$ cat config.mk
export PLATFORM = sky130hd
export DESIGN_NAME = pipe_hazard_ctrl
export DESIGN_NICKNAME = d
export VERILOG_FILES = /design/src/rtl/pipe_hazard_ctrl_pkg.sv /design/src/rtl/pipe_hazard_ctrl_load_use_detect.sv /design/src/rtl/pipe_hazard_ctrl.sv
export SDC_FILE = /design/constraint.sdc
export NUM_CORES = 1
export LEC_CHECK = 0
export CAP_MARGIN = 20
export CORE_MARGIN = 1
export CORE_UTILIZATION = 46
export DETAILED_ROUTE_END_ITERATION = 7
export PLACE_DENSITY_LB_ADDON = 0.12
export SLEW_MARGIN = 40
export SYNTH_ARGS = -nofsm -noshare
export SYNTH_HDL_FRONTEND = slang
export SYNTH_HIERARCHICAL = 1
export SYNTH_SLANG_ARGS = --single-unit
export TNS_END_PERCENT = 5
$ cat constraint.sdc
create_clock -name clk -period 7.5 [get_ports clk]
set_clock_uncertainty 0.15 [all_clocks]
set_input_delay 2.25 -clock clk [delete_from_list [all_inputs] [get_ports clk]]
set_output_delay 2.25 -clock clk [all_outputs]
set_load 0.01 [all_outputs]
$ cat src/rtl/pipe_hazard_ctrl_pkg.sv
// Shared definitions for the pipeline hazard sequencer: stage bit map,
// register address width and the sequencer state encoding.
package pipe_hazard_ctrl_pkg;

  localparam int REG_ADDR_W = 5;
  localparam int N_STG      = 5;

  localparam int STG_PC     = 0;
  localparam int STG_IF_ID  = 1;
  localparam int STG_ID_EX  = 2;
  localparam int STG_EX_MEM = 3;
  localparam int STG_MEM_WB = 4;

  typedef enum logic [1:0] {
    ST_IDLE      = 2'd0,
    ST_DIV_WAIT  = 2'd1,
    ST_BUS_WAIT  = 2'd2,
    ST_IRQ_DRAIN = 2'd3
  } state_e;

  // Holding stage k must also hold every stage upstream of it.
  function automatic logic [N_STG-1:0] stall_upto(input int stg);
    logic [N_STG-1:0] m;
    m = '0;
    for (int i = 0; i < N_STG; i++) begin
      if (i <= stg) m[i] = 1'b1;
    end
    return m;
  endfunction

endpackage

$ cat src/rtl/pipe_hazard_ctrl_load_use_detect.sv
// Load-use comparator: the instruction in ID reads a register that the load
// currently in EX has not produced yet.
module pipe_hazard_ctrl_load_use_detect
  import pipe_hazard_ctrl_pkg::*;
(
  input  logic [REG_ADDR_W-1:0] rs1_addr,
  input  logic [REG_ADDR_W-1:0] rs2_addr,
  input  logic                  rs1_used,
  input  logic                  rs2_used,
  input  logic                  ex_load,
  input  logic                  ex_w_reg_req,
  input  logic [REG_ADDR_W-1:0] ex_w_reg_addr,
  output logic                  hazard
);

  logic rs1_hit;
  logic rs2_hit;

  assign rs1_hit = rs1_used & (rs1_addr == ex_w_reg_addr);
  assign rs2_hit = rs2_used & (rs2_addr == ex_w_reg_addr);

  // Register zero is hardwired, so a load targeting it never creates a hazard.
  assign hazard = ex_load & ex_w_reg_req & (ex_w_reg_addr != '0) & (rs1_hit | rs2_hit);

endmodule

$ cat src/rtl/pipe_hazard_ctrl.sv
// Pipeline sequencer: turns load-use, divide, bus wait, redirect and
// interrupt-drain conditions into per-stage stall/flush controls.
module pipe_hazard_ctrl
  import pipe_hazard_ctrl_pkg::*;
#(
  parameter int BUS_TIMEOUT = 16,
  parameter int CNT_W       = 5
) (
  input  logic                  clk,
  input  logic                  rst_n,
  input  logic [REG_ADDR_W-1:0] id_rs1_addr_i,
  input  logic [REG_ADDR_W-1:0] id_rs2_addr_i,
  input  logic                  id_rs1_used_i,
  input  logic                  id_rs2_used_i,
  input  logic                  ex_load_i,
  input  logic                  ex_w_reg_req_i,
  input  logic [REG_ADDR_W-1:0] ex_w_reg_addr_i,
  input  logic                  ex_redirect_i,
  input  logic                  div_start_i,
  input  logic                  div_done_i,
  input  logic                  mem_bus_req_i,
  input  logic                  mem_bus_ack_i,
  input  logic                  irq_req_i,
  output logic [N_STG-1:0]      stall_o,
  output logic [N_STG-1:0]      flush_o,
  output logic                  redirect_o,
  output logic                  irq_ack_o,
  output logic                  bus_err_o
);

  state_e           state_q, state_d;
  logic [CNT_W-1:0] cnt_q, cnt_d;
  logic             redirect_pend_q, redirect_pend_d;
  logic             div_pend_q, div_pend_d;
  logic             bus_err_q, bus_err_d;

  logic             load_use;
  logic             bus_stall_start;
  logic [N_STG-1:0] stall_raw;
  logic [N_STG-1:0] flush_raw;
  logic             redirect;
  logic             irq_ack;

  pipe_hazard_ctrl_load_use_detect u_load_use (
    .rs1_addr      (id_rs1_addr_i),
    .rs2_addr      (id_rs2_addr_i),
    .rs1_used      (id_rs1_used_i),
    .rs2_used      (id_rs2_used_i),
    .ex_load       (ex_load_i),
    .ex_w_reg_req  (ex_w_reg_req_i),
    .ex_w_reg_addr (ex_w_reg_addr_i),
    .hazard        (load_use)
  );

  assign bus_stall_start = mem_bus_req_i & ~mem_bus_ack_i;

  // NOTE: every variable gets a default before the case so no path leaves it
  // unassigned, which would otherwise infer a latch.
  always_comb begin
    state_d         = state_q;
    cnt_d           = cnt_q;
    redirect_pend_d = redirect_pend_q;
    div_pend_d      = div_pend_q;
    bus_err_d       = 1'b0;
    stall_raw       = '0;
    flush_raw       = '0;
    redirect        = 1'b0;
    irq_ack         = 1'b0;

    case (state_q)
      ST_IDLE: begin
        if (load_use) begin
          stall_raw            = stall_upto(STG_IF_ID);
          flush_raw[STG_ID_EX] = 1'b1;
        end
        // Abandoned bus access: the EX/MEM slot feeding the dead access is bubbled.
        if (bus_err_q) flush_raw[STG_EX_MEM] = 1'b1;
        if (bus_stall_start) begin
          state_d    = ST_BUS_WAIT;
          cnt_d      = CNT_W'(1);
          div_pend_d = div_start_i & ~div_done_i;
        end else if (div_start_i & ~div_done_i) begin
          state_d = ST_DIV_WAIT;
        end else if (irq_req_i & ~ex_redirect_i & ~redirect_pend_q) begin
          state_d = ST_IRQ_DRAIN;
        end
      end

      ST_DIV_WAIT: begin
        stall_raw             = stall_upto(STG_ID_EX);
        flush_raw[STG_EX_MEM] = 1'b1;
        if (bus_stall_start) begin
          state_d    = ST_BUS_WAIT;
          cnt_d      = CNT_W'(1);
          div_pend_d = ~div_done_i;
        end else if (div_done_i) begin
          state_d = ST_IDLE;
        end
      end

      ST_BUS_WAIT: begin
        stall_raw             = stall_upto(STG_EX_MEM);
        flush_raw[STG_MEM_WB] = 1'b1;
        if (div_done_i) div_pend_d = 1'b0;
        if (mem_bus_ack_i || cnt_q == CNT_W'(BUS_TIMEOUT)) begin
          state_d    = (div_pend_q & ~div_done_i) ? ST_DIV_WAIT : ST_IDLE;
          cnt_d      = '0;
          div_pend_d = 1'b0;
          bus_err_d  = ~mem_bus_ack_i;
        end else begin
          cnt_d = cnt_q + 1'b1;
        end
      end

      ST_IRQ_DRAIN: begin
        if (!irq_req_i) begin
          state_d = ST_IDLE;
        end else begin
          stall_raw[STG_PC]    = 1'b1;
          flush_raw[STG_IF_ID] = 1'b1;
          if (!(ex_load_i | div_start_i | mem_bus_req_i)) begin
            irq_ack = 1'b1;
            state_d = ST_IDLE;
          end
        end
      end

      default: state_d = ST_IDLE;
    endcase

    // A redirect waits for EX to advance; when it fires it overrides PC/IF holds.
    if ((ex_redirect_i | redirect_pend_q) & ~stall_raw[STG_ID_EX]) begin
      redirect             = 1'b1;
      redirect_pend_d      = 1'b0;
      flush_raw[STG_IF_ID] = 1'b1;
      flush_raw[STG_ID_EX] = 1'b1;
      stall_raw[STG_PC]    = 1'b0;
      stall_raw[STG_IF_ID] = 1'b0;
    end else if (ex_redirect_i) begin
      redirect_pend_d = 1'b1;
    end
  end

  // Outputs are forced low while reset is held, independent of the inputs.
  assign stall_o    = rst_n ? (stall_raw & ~flush_raw) : '0;
  assign flush_o    = rst_n ? flush_raw : '0;
  assign redirect_o = rst_n & redirect;
  assign irq_ack_o  = rst_n & irq_ack;
  assign bus_err_o  = rst_n & bus_err_q;

  // NOTE: sequential state uses non-blocking assignments so every register
  // samples the pre-edge values of the others.
  always_ff @(posedge clk or negedge rst_n) begin
    if (!rst_n) begin
      state_q         <= ST_IDLE;
      cnt_q           <= '0;
      redirect_pend_q <= 1'b0;
      div_pend_q      <= 1'b0;
      bus_err_q       <= 1'b0;
    end else begin
      state_q         <= state_d;
      cnt_q           <= cnt_d;
      redirect_pend_q <= redirect_pend_d;
      div_pend_q      <= div_pend_d;
      bus_err_q       <= bus_err_d;
    end
  end

endmodule

=== After elaboration in Yosys (flattened, before gate mapping) ===
Cells that the tools add are included.

* Output and inout port bits: 13
* Register bits: 10
* Logic and storage cells: 96
* Bits of input ports: 27

* Reductions and logical operators: 11
* Bitwise gates (word level): 25
* Add/sub/neg operators: 1
* Muxes and demuxes: 40
* Equality and inequality tests: 14

{| class="wikitable"
|+ Operator list
! cell !! number
|-
| 2-bit 2-to-1 mux || 11
|-
| 5-bit 2-to-1 mux || 4
|-
| 1-bit 2-to-1 mux || 19
|-
| 1-bit AND || 14
|-
| 4-bit one-hot mux with 3 select lines || 1
|-
| 5-bit equality test || 2
|-
| 5-bit one-hot mux with 2 select lines || 1
|-
| 3-bit inequality test, second input constant || 3
|-
| 2-bit one-hot mux with 4 select lines || 1
|-
| 4-bit AND reduction || 2
|-
| 2-bit inequality test, second input constant || 3
|-
| 1-bit one-hot mux with 3 select lines || 2
|-
| 5-bit by 1-bit adder with 5-bit output, second input constant || 1
|-
| 5-bit AND || 1
|-
| 5-bit equality test, second input constant || 1
|-
| 1-bit NOT || 5
|-
| 5-bit NOT || 1
|-
| 5-bit nonzero test || 1
|-
| 2-bit equality test, second input constant || 2
|-
| 4-bit inequality test, second input constant || 1
|-
| 1-bit OR || 4
|-
| 2-bit nonzero test || 2
|-
| 2-bit OR reduction || 2
|-
| 3-bit nonzero test || 1
|-
| other kinds (6) || 6
|}

=== Depth between registers and ports, before layout ===
Gate-level depths: netlist of the first run.

* Word-level depth: 12
* Mapped depth: 7
* Mapped depth without buffers: 6

=== Hierarchy ===
Netlist of the first run, hierarchy kept.

{| class="wikitable"
|+ Modules (own cells, without submodules)
! module !! times used !! area an instance (µm²) !! cells each
|-
| pipe_hazard_ctrl || 1 || 839.6 || 102
|-
| pipe_hazard_ctrl_load_use_detect || 1 || 135.1 || 17
|}

=== Worst setup path before layout of the first run ===
OpenSTA, ideal clock, no wires.

* Kind: input to output
* Start: input ex_w_reg_addr_i[2]
* End: output stall_o[1]
* Data arrival time: 3.486 ns
* Stages: 6
* Setup slack: 1.614 ns
* Cell sequence: xor2_1 > nor4_1 > nand3_1 > a21oi_1 > a21oi_1 > nor4b_1

* Cells in the longest elaborated chain, start to end: 9

{| class="wikitable"
|+ Ends and longest elaborated chain
! item !! line !! RTL
|-
| start, declared || pipe_hazard_ctrl.sv:17 || <nowiki>input logic [REG_ADDR_W-1:0] ex_w_reg_addr_i,</nowiki>
|-
| 5-bit equality test (on tied branches) || pipe_hazard_ctrl_load_use_detect.sv:19, pipe_hazard_ctrl_load_use_detect.sv:20 ||
|-
| 1-bit AND (on tied branches) || pipe_hazard_ctrl_load_use_detect.sv:19, pipe_hazard_ctrl_load_use_detect.sv:20 ||
|-
| 1-bit OR || pipe_hazard_ctrl_load_use_detect.sv:23 || <nowiki>assign hazard = ex_load & ex_w_reg_req & (ex_w_reg_addr != '0) & (rs1_hit | rs2_hit);</nowiki>
|-
| 1-bit AND * || pipe_hazard_ctrl_load_use_detect.sv:23 ||
|-
| named net load_use || pipe_hazard_ctrl.sv:37 || <nowiki>logic load_use;</nowiki>
|-
| 2-bit 2-to-1 mux * || pipe_hazard_ctrl.sv:72 || <nowiki>if (load_use) begin</nowiki>
|-
| 4-bit one-hot mux with 3 select lines * || pipe_hazard_ctrl.sv:70 || <nowiki>case (state_q)</nowiki>
|-
| 2-bit 2-to-1 mux * || pipe_hazard_ctrl.sv:132 || <nowiki>if ((ex_redirect_i | redirect_pend_q) & ~stall_raw[STG_ID_EX]) begin</nowiki>
|-
| 5-bit AND * || pipe_hazard_ctrl.sv:145 || <nowiki>assign stall_o = rst_n ? (stall_raw & ~flush_raw) : '0;</nowiki>
|-
| 5-bit 2-to-1 mux * || pipe_hazard_ctrl.sv:145 ||
|-
| end, declared || pipe_hazard_ctrl.sv:24 || <nowiki>output logic [N_STG-1:0] stall_o,</nowiki>
|}

Mark *: on every way through the listed nets, which the timed path passes. The rest lies on a longest branch.

=== Worst setup path after layout of the first run ===
* Start: input ex_w_reg_addr_i[4]
* End: output stall_o[1]

The elaborated chain is that of the path after synthesis.

==> results of run 1 <==
[worst paths after layout]
kind / start / to / slack, ns
max: ex_w_reg_addr_i[4] / stall_o[1] / 0.47
min: redirect_pend_q$_DFFE_PN0P_ / redirect_pend_q$_DFFE_PN0P_ / 0.39
max reg2reg: state_q[0]$_DFFE_PN0P_ / state_q[0]$_DFFE_PN0P_ / 5.34
min reg2reg: redirect_pend_q$_DFFE_PN0P_ / redirect_pend_q$_DFFE_PN0P_ / 0.39
max in group asynchronous: rst_n / state_q[0]$_DFFE_PN0P_ / 4.76
min in group asynchronous: rst_n / redirect_pend_q$_DFFE_PN0P_ / 2.04
[worst max-delay path: stages]
cell	delay [ns]
clkdlybuf4s50_1	0.48
xor2_1	0.20
nor4_1	0.31
nand3_1	0.12
a21oi_1	0.31
a21oi_1	0.12
nor4b_1	0.26
clkdlybuf4s50_1	0.59
[layout make-up]
cell class / count / area [um2]
multi-input cells: 100 / 683
fillers: 158 / 588
repair buffers: 38 / 378
flip-flops and latches: 10 / 250
well taps: 27 / 33.8
inverters: 7 / 26.3
clock buffers: 3 / 22.5
[registers in the layout (all words and copies together) (netlist names)]
signal / count
bus_err_q: 1
cnt_q: 5
div_pend_q: 1
redirect_pend_q: 1
state_q: 2
[stage by stage]
stage	cell area, um2	worst slack (ns)	utilization [%]	hold slack [ns]	total power, W
2_1_floorplan	978	1.61	-	0.335	0.000227
3_3_place_gp	1370	0.617	69.2	0.357	0.000308
3_5_place_dp	1370	0.474	69.2	0.373	0.000314
4_1_cts	1390	0.473	70.3	0.392	0.000352
5_1_grt	1390	0.272	70.3	0.431	0.000384
6_report	1390	0.470	70.3	0.390	0.000349
[cell families after synthesis]
| logic type | count (synthesis) |
|---|---|
| AO/OA/AOI/OAI | 24 |
| XOR/XNOR | 10 |
| adder cells (fa/ha/maj) | 9 |
| buffers and inverters | 10 |
| flip-flops | 10 |
| multiplexers | 3 |
| other | 1 |
| AND/OR/NAND/NOR | 52 |
[cells in the mapped netlist (2+ instances only)]
| master | instances |
|---|---|
| nand2_1 | 11 |
| xor2_1 | 8 |
| ha_1 | 9 |
| nand2b_1 | 3 |
| nor2b_1 | 2 |
| and2_1 | 3 |
| inv_1 | 7 |
| nand3_1 | 5 |
| o21ai_0 | 9 |
| or2_2 | 3 |
| dfrtp_1 | 10 |
| a21oi_1 | 6 |
| nor4_1 | 2 |
| nor2_1 | 10 |
| a22o_1 | 2 |
| xnor2_1 | 2 |
| nor3_1 | 4 |
| a32o_1 | 2 |
| mux2_1 | 2 |
| buf_4 | 2 |
[power groups by stage]
| stage | Clock [W] | Combinational, W | Sequential (W) |
|---|---|---|---|
| after floorplan | 0 | 0.000147 | 0.0000805 |
| after CTS | 0.0000371 | 0.000231 | 0.0000837 |
| after global routing | 0.0000401 | 0.000257 | 0.0000870 |
| after global placement | 0 | 0.000225 | 0.0000837 |
| final | 0.0000352 | 0.000230 | 0.0000835 |
| after detailed placement | 0 | 0.000230 | 0.0000848 |
[routing by layer]
metal / share of wire [%] / up-vias / track usage, %
met5: 0 / - / 0
li1: - / 498 / -
met2: 53 / 26 / 44.6
met1: 42 / 449 / 27.4
met4: 0 / 0 / 2.22
met3: 5.0 / 0 / 4.91
==> results.json, run 1 <==
{
  "clkPwrFrac_pct": 10.1,
  "final_nets": 196,
  "grt_pass1_vias": 902,
  "power.share.switching_pct": 42.8,
  "synth.distinct_cells": 37,
  "firstDrtPassIters": 4,
  "slew_violations": 0,
  "diodes": 0,
  "cts_tree": "built",
  "die_w_um": 48.0,
  "hold_path.class": "reg -> reg",
  "holdPathStages": 2,
  "clkSinkCount": 10,
  "synth_top_family_by_area": "simple AND/OR/NAND/NOR gates",
  "vias": 973,
  "yosysWarnings": 6,
  "finalHoldViolations": 0,
  "grt.total_usage_pct": 23.4,
  "layout_commonest_cell": "clkdlybuf4s50_1",
  "post-dp-hpwl_um": 2070,
  "gp_congestion": 0.858,
  "area_delta_synth_final_pct": 43.0,
  "syn_area_per_cell_um2": 8.19,
  "ctsHtreeMaxLevel": 1,
  "yosysTopAreaCellShare_pct": 25.7,
  "ys_seq_area_share_pct": 25.7,
  "cp-end-kind": "output port",
  "dr.first_iter.drc_count": 23,
  "setup_tns_ns": 0,
  "finalNonFillerCells": 185,
  "die_area_um2": 2310,
  "rr_worst_depth": 6,
  "ios": 40,
  "cts_buffers": 3,
  "final_cell_mix": "clkdlybuf4s50_1 (37), nand2_1 (11), nor2_1 (10), dfrtp_1 (10)",
  "ys_seq_elements": 10,
  "fmax_mhz": 142,
  "synth_mux_area_share_pct": 3.34,
  "drv_cap": 0,
  "post_cts_resized": 0,
  "postRouteAntennaNets": 0,
  "leakagePower_nw": 0.593,
  "cts_setup_buffers": 0,
  "synth_ff_type": "dfrtp_1",
  "grt_max_degree": 13,
  "rsz0062_at_grt": "no",
  "crit_fanout": 3,
  "seqPwrFrac_pct": 23.9,
  "syn_inst": 119,
  "core_area_um2": 1980,
  "drc_errors": 0,
  "layout-drive-gt1-share_pct": 5.70,
  "critPathKind": "in -> out",
  "wl_per_cell_um": 13.6,
  "power.density_nw_per_um2": 251,
  "worstPathRequired_ns": 5.10,
  "initial_core_util_pct": 49.2,
  "drt-total-wl_um": 2520,
  "setup_viol": 0,
  "die_h_um": 48.0,
  "combPwrFrac_pct": 66.0,
  "async_flop_share_pct": 100,
  "antenna_found_initial": 0,
  "crit_path_start_kind": "input pin",
  "synth.area.top_cells": "dfrtp_1 (26%), ha_1 (12%), xor2_1 (7.2%)",
  "vdd_drop_max_uv": 203,
  "synth_fa_ha_area_share_pct": 11.6,
  "clk_latency_ns": 0.26,
  "numPortBuffers": 37,
  "dp.cells": 182,
  "switchingPower_w": 0.000150,
  "overflow": 0,
  "viasPerCell": 5.26,
  "placementRows": 16,
  "period_share_pct": 93.7,
  "synth_area_um2": 975,
  "power.internal_w": 0.000200,
  "synthXorXnorAreaFrac_pct": 8.99,
  "clkTransAtPathRegs_ns": 0.06,
  "grt_pass1_wl_um": 3750,
  "netlist.top_cell.by_area": "dfrtp_1",
  "cp_data_arrival_time_ns": 4.63,
  "cts_hold_buf": 0,
  "synth_compound_area_share_pct": 16.3,
  "min_period_ns": 7.03,
  "clockBufferDepth": 2,
  "synth-edff-count": 0,
  "status": "complete, no violations",
  "clockRootBuffer": "clkbuf_4",
  "synth-simple-area-share_pct": 29.1
}
Power figures use the tool's default switching activity.
==> inputs of run 2 (changes only) <==
- CAP_MARGIN: 20 -> 15
- clock period: 7.5 -> 8.6 ns (I/O delays scaled with it)
==> run 2 against run 1 <==
Against the previous run:
- clock power is 13% lower
- sequential power fell by 13%
- final cell count unchanged
- power down 13%
- wire length decreased by 1.4%
- register-to-register slack improved by 1.1 ns
- clock-buffer cell count stayed put
- critical endpoint unchanged
- largest cell class unchanged
- largest power group unchanged
==> results.json, run 2 (same netlist as run 1, synthesis figures left out) <==
{
  "dr.first_iter.drc_count": 24,
  "reg2reg_slack_ns": 6.44,
  "slew_violations": 0,
  "finalHoldViolations": 0,
  "layout-drive-gt1-share_pct": 5.70,
  "crit_chain": "clkdlybuf4s50_1, xor2_1, nor4_1, nand3_1, a21oi_1, a21oi_1, nor4b_1, clkdlybuf4s50_1",
  "multi_input_area_um2": 683,
  "diodes": 0,
  "final_nets": 196,
  "postRouteAntennaNets": 0,
  "critPathKind": "in -> out",
  "final_cell_mix": "clkdlybuf4s50_1 (37), nand2_1 (11), nor2_1 (10), dfrtp_1 (10)",
  "hold_path.class": "reg -> reg",
  "regMostFlops": "cnt_q",
  "cts_setup_buffers": 0,
  "cp-end-kind": "output port",
  "cts_buffers": 3,
  "status": "complete, no violations",
  "drv_cap": 0,
  "core_area_um2": 1980,
  "rr_worst_depth": 6,
  "numPortBuffers": 37,
  "post_cts_resized": 0,
  "gp_congestion": 0.846,
  "regArea_um2": 250,
  "largest_reg_flops": 5,
  "dp.cells": 182,
  "placementRows": 16,
  "ios": 40,
  "die_h_um": 48.0,
  "area_delta_synth_final_pct": 43.0,
  "drt-total-wl_um": 2480,
  "leakagePower_nw": 0.593,
  "drc_errors": 0,
  "die_area_um2": 2310,
  "period_share_pct": 88.9,
  "finalNonFillerCells": 185,
  "worstHoldStart": "redirect_pend_q$_DFFE_PN0P_",
  "antenna_found_initial": 0,
  "fmax_mhz": 131,
  "vdd_drop_max_uv": 215,
  "clkTransAtPathRegs_ns": 0.06,
  "clockRootBuffer": "clkbuf_4",
  "grt_max_degree": 17,
  "timing.rr.start": "state_q[0]$_DFFE_PN0P_",
  "initial_core_util_pct": 49.2,
  "worstPathRequired_ns": 5.87,
  "cp_data_arrival_time_ns": 4.91,
  "cts_tree": "built",
  "crit_fanout": 3,
  "overflow": 0,
  "clk_latency_ns": 0.26,
  "wl_per_cell_um": 13.4,
  "holdWs_ns": 0.394,
  "setup_viol": 0,
  "setup_tns_ns": 0,
  "rsz0062_at_grt": "no",
  "slowest_delay_ns": 0.59,
  "die_w_um": 48.0,
  "clockBufferDepth": 2,
  "holdPathStages": 2,
  "worstHoldEndpoint": "redirect_pend_q$_DFFE_PN0P_",
  "layout_commonest_cell": "clkdlybuf4s50_1",
  "cpMaxStageDelayCell": "clkdlybuf4s50_1",
  "utilization_pct": 70.3,
  "r2r_end": "state_q[0]$_DFFE_PN0P_",
  "cts_hold_buf": 0,
  "fillerInstances": 171,
  "clkSinkCount": 10,
  "grt_pass1_wl_um": 3530,
  "vias": 977,
  "crit_path_start_kind": "input pin",
  "min_period_ns": 7.64,
  "firstDrtPassIters": 4,
  "top_regs": "cnt_q: 5 flops, state_q: 2 flops",
  "grt_pass1_vias": 833,
  "ctsHtreeMaxLevel": 1,
  "grt.total_usage_pct": 22.7,
  "power.density_nw_per_um2": 218,
  "viasPerCell": 5.28,
  "post-dp-hpwl_um": 2050
}
-- run 2: cell counts in the layout (fill, tap and decap cells not counted) --
No cell type changed its count.
-- run 2: layout make-up --
| type | count | share of cell area (%) |
|---|---|---|
| inverters | 7 | 1.89 |
| clock buffers | 3 | 1.62 |
| repair buffers | 38 | 27.1 |
| flip-flops and latches | 10 | 18.0 |
| multi-input cells | 100 | 49.0 |
| well taps | 27 | 2.42 |
-- run 2: how the worst max path moves through the flow --
stage | start | slack, ns | depth (start not counted) | end
global route | ex_w_reg_addr_i[3] | 0.74 | 8 | stall_o[1]
detailed placement | ex_w_reg_addr_i[3] | 0.92 | 8 | stall_o[1]
floorplan | ex_w_reg_addr_i[2] | 2.05 | 6 | stall_o[1]
global placement | ex_w_reg_addr_i[3] | 1.07 | 8 | stall_o[1]
CTS | ex_w_reg_addr_i[3] | 0.92 | 8 | stall_o[1]
finish | ex_w_reg_addr_i[3] | 0.96 | 8 | stall_o[1]
-- run 2: power breakdown --
part           internal [W]   total, W  switching (W)
registers         0.0000597  0.0000728      0.0000130
clock network     0.0000161  0.0000307      0.0000146
logic             0.0000985   0.000201       0.000102
total              0.000174   0.000304       0.000130
-- run 2: metal layers --
layer  share of wire, %  GRT usage, %
met1                 41          25.0
met4                  0          2.22
met3                5.3          7.55
met2                 53          43.2
met5                  0             0
-- run 2: critical path, delay by kind of cell --
kind	cells	cell delay (ns)
AND/OR/NAND/NOR	3	0.71
buffers and inverters	2	1.07
XOR/XNOR	1	0.19
AO/OA/AOI/OAI	2	0.35
-- run 2: metrics by stage --
stage          total power, W  setup WS, ns  instance area (um2)
6_report             0.000304         0.955                 1390
5_1_grt              0.000331         0.741                 1390
4_1_cts              0.000307         0.922                 1390
3_5_place_dp         0.000275         0.917                 1370
3_3_place_gp         0.000268          1.07                 1370
2_1_floorplan        0.000198          2.05                  978
